### config.mk
export PLATFORM = sky130hd
export DESIGN_NAME = cond_status_unit
export DESIGN_NICKNAME = d
export VERILOG_FILES = /design/src/rtl/cond_status_unit.sv
export SDC_FILE = /design/constraint.sdc
export NUM_CORES = 1
export LEC_CHECK = 0
export CAP_MARGIN = 25
export CORE_UTILIZATION = 30
export DETAILED_ROUTE_END_ITERATION = 6
export DONT_BUFFER_PORTS = 1
export GPL_TIMING_DRIVEN = 0
export SLEW_MARGIN = 10
export SYNTH_ARGS = -nofsm -noshare
export SYNTH_HDL_FRONTEND = slang
export SYNTH_SLANG_ARGS = --single-unit
### constraint.sdc
create_clock -name clk -period 6 [get_ports clk]
set_input_delay 1.2 -clock clk [delete_from_list [all_inputs] [get_ports clk]]
set_output_delay 1.2 -clock clk [all_outputs]
set_load 0.05 [all_outputs]
### src/rtl/cond_status_unit.sv
`default_nettype none
// ============================================================================
//  Module   : cond_status_unit
//  Brief    : NZCV status register, outstanding flag-setter tracking and
//             multi-lane ARM condition-code evaluation with a registered,
//             valid-qualified execute/skip result and perf counters.
//  Revision : 1.0  initial release
// ============================================================================
module cond_status_unit #(
    parameter int LANES  = 2,
    parameter int PEND_W = 2,
    parameter int CNT_W  = 16,
    parameter int BYPASS = 1
) (
    input  logic                 clk,
    input  logic                 rst,
    input  logic                 flush,
    input  logic                 flag_we,
    input  logic [3:0]           flag_in,
    input  logic                 flag_pend_set,
    input  logic                 cond_valid,
    input  logic [4*LANES-1:0]   cond,
    output logic                 cond_ready,
    output logic [LANES-1:0]     check,
    output logic                 check_valid,
    output logic [3:0]           flags,
    output logic                 pend_ovf,
    input  logic                 cnt_clr,
    output logic [CNT_W-1:0]     exec_cnt,
    output logic [CNT_W-1:0]     skip_cnt
);

    localparam logic [PEND_W-1:0] c_pend_max = {PEND_W{1'b1}};

    logic [3:0]        r_flags;
    logic [PEND_W-1:0] r_pend;
    logic              r_pend_ovf;
    logic [LANES-1:0]  r_check;
    logic              r_check_valid;
    logic [CNT_W-1:0]  r_exec_cnt;
    logic [CNT_W-1:0]  r_skip_cnt;

    logic [3:0]        w_flag_eff;
    logic [PEND_W-1:0] w_pend_eff;
    logic              w_pend_full;
    logic              w_pend_inc;
    logic              w_accept;
    logic [LANES-1:0]  w_res;
    logic [CNT_W-1:0]  w_pop;
    logic [CNT_W-1:0]  w_nonpop;

    // Evaluate one ARM condition code against an {N,Z,C,V} flag vector.
    function automatic logic f_eval(input logic [3:0] code, input logic [3:0] nzcv);
        logic n, z, c, v;
        {n, z, c, v} = nzcv;
        case (code)
            4'h0:    f_eval = z;
            4'h1:    f_eval = !z;
            4'h2:    f_eval = c;
            4'h3:    f_eval = !c;
            4'h4:    f_eval = n;
            4'h5:    f_eval = !n;
            4'h6:    f_eval = v;
            4'h7:    f_eval = !v;
            4'h8:    f_eval = c && !z;
            4'h9:    f_eval = !c || z;
            4'hA:    f_eval = (n == v);
            4'hB:    f_eval = (n != v);
            4'hC:    f_eval = !z && (n == v);
            4'hD:    f_eval = z || (n != v);
            4'hE:    f_eval = 1'b1;
            default: f_eval = 1'b0;
        endcase
    endfunction

    // A flag write in flight this cycle can be forwarded straight into evaluation.
    assign w_flag_eff = ((BYPASS != 0) && flag_we) ? flag_in : r_flags;

    // A committing write retires one outstanding setter; a write with nothing
    // outstanding is a single-cycle setter and leaves the count at zero.
    assign w_pend_eff  = (flag_we && (r_pend != '0)) ? (r_pend - PEND_W'(1)) : r_pend;
    assign w_pend_full = (w_pend_eff == c_pend_max);
    assign w_pend_inc  = flag_pend_set && !w_pend_full;

    // A same-cycle pend_set belongs to a younger instruction, so it is not
    // part of the readiness test.
    assign cond_ready = ((BYPASS != 0) ? (w_pend_eff == '0) : (r_pend == '0)) && !flush;
    assign w_accept   = cond_valid && cond_ready;

    generate
        for (genvar gi = 0; gi < LANES; gi++) begin : g_lane
            assign w_res[gi] = f_eval(cond[4*gi +: 4], w_flag_eff);
        end
    endgenerate

    // Number of lanes that evaluated true and false for this request.
    always_comb begin
        w_pop = '0;
        for (int i = 0; i < LANES; i++) begin
            w_pop = w_pop + CNT_W'(w_res[i]);
        end
        w_nonpop = CNT_W'(LANES) - w_pop;
    end

    // Architectural flags: committed writes land even while flushing.
    always_ff @(posedge clk or posedge rst) begin
        if (rst) begin
            r_flags <= 4'b0000;
        end else if (flag_we) begin
            r_flags <= flag_in;
        end
    end

    // Outstanding setter count; a flush discards every uncommitted setter.
    always_ff @(posedge clk or posedge rst) begin
        if (rst) begin
            r_pend <= '0;
        end else if (flush) begin
            r_pend <= '0;
        end else if (w_pend_inc) begin
            r_pend <= w_pend_eff + PEND_W'(1);
        end else begin
            r_pend <= w_pend_eff;
        end
    end

    // Sticky record of a setter that could not be tracked because the count was full.
    always_ff @(posedge clk or posedge rst) begin
        if (rst) begin
            r_pend_ovf <= 1'b0;
        end else if (flag_pend_set && w_pend_full && !flush) begin
            r_pend_ovf <= 1'b1;
        end
    end

    // Result register: check holds its last value, valid pulses per accept.
    always_ff @(posedge clk or posedge rst) begin
        if (rst) begin
            r_check       <= '0;
            r_check_valid <= 1'b0;
        end else begin
            r_check_valid <= w_accept;
            if (w_accept) begin
                r_check <= w_res;
            end
        end
    end

    // Performance counters, wrapping; clear wins over a same-cycle accept.
    always_ff @(posedge clk or posedge rst) begin
        if (rst) begin
            r_exec_cnt <= '0;
            r_skip_cnt <= '0;
        end else if (cnt_clr) begin
            r_exec_cnt <= '0;
            r_skip_cnt <= '0;
        end else if (w_accept) begin
            r_exec_cnt <= r_exec_cnt + w_pop;
            r_skip_cnt <= r_skip_cnt + w_nonpop;
        end
    end

    assign flags       = r_flags;
    assign pend_ovf    = r_pend_ovf;
    assign check       = r_check;
    assign check_valid = r_check_valid;
    assign exec_cnt    = r_exec_cnt;
    assign skip_cnt    = r_skip_cnt;

endmodule
`default_nettype wire

==> impl_results.md <==
* Most frequent CP cell: ha_1
* Die Area at approximately 10000 um^2
* Synth area leader: dfrtp_1
* Buffers on Ports at 0
* Rel. slew slack at between 30 and 40%
* Max-cap violations at 0
* GP Congestion at ~0.84
* Crit path buf inv count at 2
* Crit-path max cell delay at approximately 520 ps
* Sequential area share after synthesis at ~36%
* Wirelength per Cell at 14.6 um
* Max FO, Critical Path at 15
* PostCTS Resize Cnt at 0
* Run status: complete, no violations
* FFs w/ async S/R, synth at between 90% and 100%
* Sink Count at 42
* Layout cell share with drive strength beyond 1 at between 6 and 7%
* Detailed Routing Iterations Pass 1 at 4
* Crit share post-route at 83.1%
* Number of top-level pins at 60
* Power Density at approximately 280 nW/um^2
* Largest net degree at the start of global routing at 28
* Fillers at ~1000
* P&R area growth vs syn at 9.23%
* Tightest hold margin at roughly 740 ps
* Syn_nets at roughly 380
* CTS tree: done
* HPWL after DPL at between 5000 and 6000 um
* Vias after detailed routing at between 2000 and 2500
* Slowest CP cell: and2_1
* F_max at 0.201 GHz
* Number of global-route vias before repair at 2388
* Fin crit period at 4980 ps
* Grt total ovfl at 0
* VDD IR-drop max at approximately 0.23 mV
* Syn Area/Cell at 8.91 um^2
* Setup violators final at 0
* Skew-Pair Late Insertion Delay at approximately 290 ps
* CTS Root Cell: clkbuf_8
* Worst Path Arrival at between 5000 and 6000 ps
* Buffer count from post-CTS setup fixing at 0
* H-tree levels at 2
* CP Launch Type: input pin
* RSZ-0062 raised after global routing: no
* Die height at around 100 um
* Fin. Hold Viols at 0
* Cell Chain, Critical Path: buf_6 -> mux2_2 -> a311o_1 -> and2_4 -> o311ai_4 -> inv_1 -> ha_1 -> and2_1 -> ha_1 -> a21oi_1 -> o22a_1 -> a41o_1 -> a41oi_1 -> mux2i_1 -> mux2_1
* Mapped Cells at around 330
* TNS Setup at 0 ps
* CTS Hold Buffers Added at 0
* Most frequent cells in the layout: 45 x nand2_1, 42 x dfrtp_1, 32 x a21oi_1
* Clock skew at roughly 3.0 ps
* Critical path capture point type: register
* Vias per inst at 4.97
* Clock Pin Slew Worst Setup and Hold Paths at ~80 ps
* Row count at 35
* FF+latch count, synth at between 40 and 50
* Nets at ~380
* Area contributors post-synth: dfrtp_1 36%, ha_1 9.3%, xnor2_1 6.5%
* Hold Crit Class: register to register
* Post-synth EDFFs at 0
* Delay-heaviest family, CP: compound AO/OA/AOI/OAI gates
* CP required at just over 6000 ps
* Final WL at roughly 7000 um
* # diodes at 0
* Commonest non-fill, non-tap cell in the layout: nand2_1
* Post-route antenna net violation count at 0
* YS warnings at 0
* Starting Density at a little under a third
* Initial antenna violation count at 0
* CP Class: input pin to register
* Distinct cells, synth at 54
* Clock Path Buffers at 2
* Initial detailed-routing violation count at 55
* Top_reg_cell synth: dfrtp_1
* Core Region at approximately 9400 um^2
* Total routing usage reported by global routing at roughly 14%
* Synthesized cell area at approximately 3000 um^2
* Die width at slightly above 100 um
* CTS Buf Count at 5
* Slew @ Worst Pin at approximately 990 ps
* Post-synth top area share at approximately 36%
* First-pass GRT wire length at roughly 12000 um
* Slew Viols, Final at 0
* # DRC at 0
* Lkg Pwr at around 1.4 nW
==> logic make-up after synthesis <==
family | after synthesis | synth area share, %
and+or+nand+nor | 111 | 17.3
AOI/OAI and AO/OA | 81 | 17.7
DFF | 42 | 35.5
buffers and inverters | 31 | 4.23
xor gates and xnor gates | 30 | 8.89
adders and majority gates | 24 | 10.7
muxes | 13 | 5.71
==> where the power goes <==
group	internal [mW]	total, mW	switching (mW)
clock	0.0930	0.190	0.0972
sequential	0.312	0.444	0.132
combinational	0.106	0.256	0.150
total	0.511	0.890	0.379
==> state kept, by name, summed over array words and instances, names as in the netlist <==
| name | flops |
|---|---|
| exec_cnt | 16 |
| skip_cnt | 16 |
| flags | 4 |
| check | 2 |
| r_pend | 2 |
| check_valid | 1 |
| pend_ovf | 1 |
==> cell usage after synthesis, types with 2 or more instances <==
cell type and count:
a211oi_1 3, a21boi_0 3, a21o_1 2, a21oi_1 32, a31oi_1 3, a41oi_1 2, and2_1 2, buf_1 2
clkbuf_1 5, dfrtp_1 42, fa_1 2, ha_1 22, inv_1 20, inv_2 2, mux2_2 3, mux2i_1 6
nand2_1 45, nand2b_1 5, nand3_1 6, nand3b_1 3, nand4_1 4, nor2_1 30, nor2b_1 5, o211ai_1 4
o21ai_0 19, or3_1 4, xnor2_1 22, xor2_1 8
==> worst paths after layout <==
path                           start      endpoint  slack, ps  cells after the start
min                        r_pend[1]     r_pend[1]        740                      4
max                          flag_we  skip_cnt[15]       1020                     15
max reg2reg                 flags[3]  skip_cnt[15]       1260                     15
min reg2reg                r_pend[1]     r_pend[1]        740                      4
max in group asynchronous        rst      check[0]       4750                      2
min in group asynchronous        rst  skip_cnt[14]        770                      1
==> stage by stage <==
step                utilization (%)  setup slack (ps)  std cells  instance area (um^2)  power (mW)
finish                         34.5              1020        470                  3230       0.890
global route                   34.5               779        470                  3230       0.955
CTS                            34.5               951        470                  3230       0.905
detailed placement             33.5               647        462                  3140       0.710
global placement               33.3               697        461                  3120       0.699
floorplan                         -              1140        332                  2960       0.647
==> metal layers <==
| layer | track usage [%] | part of all wire [%] |
|---|---|---|
| met5 | 0 | 0 |
| met4 | 3.01 | 0.60 |
| met3 | 5.11 | 7.1 |
| met2 | 23.7 | 47 |
| met1 | 18.1 | 45 |
==> cell type report <==
type                            instances  area, um^2  share of cell area, %
Tap cell                              129         161                   5.00
Clock buffer                            7        86.3                   2.67
Sequential cell                        42        1050                   32.5
Inverter                               22        82.6                   2.56
Clock inverter                          1        5.00                  0.155
Buffer                                  9        42.5                   1.32
Timing Repair Buffer                    1        20.0                  0.620
Multi-Input combinational cell        259        1780                   55.1
==> worst register-to-register path, delay by kind of cell (launching register included) <==
family | cells | cell delay (ps)
AOI/OAI and AO/OA | 6 | 1440
xor gates and xnor gates | 1 | 170
adders and majority gates | 2 | 650
buffers and inverters | 1 | 80
DFF | 1 | 680
muxes | 3 | 890
and+or+nand+nor | 2 | 700
(Power assumes the default switching activity.)
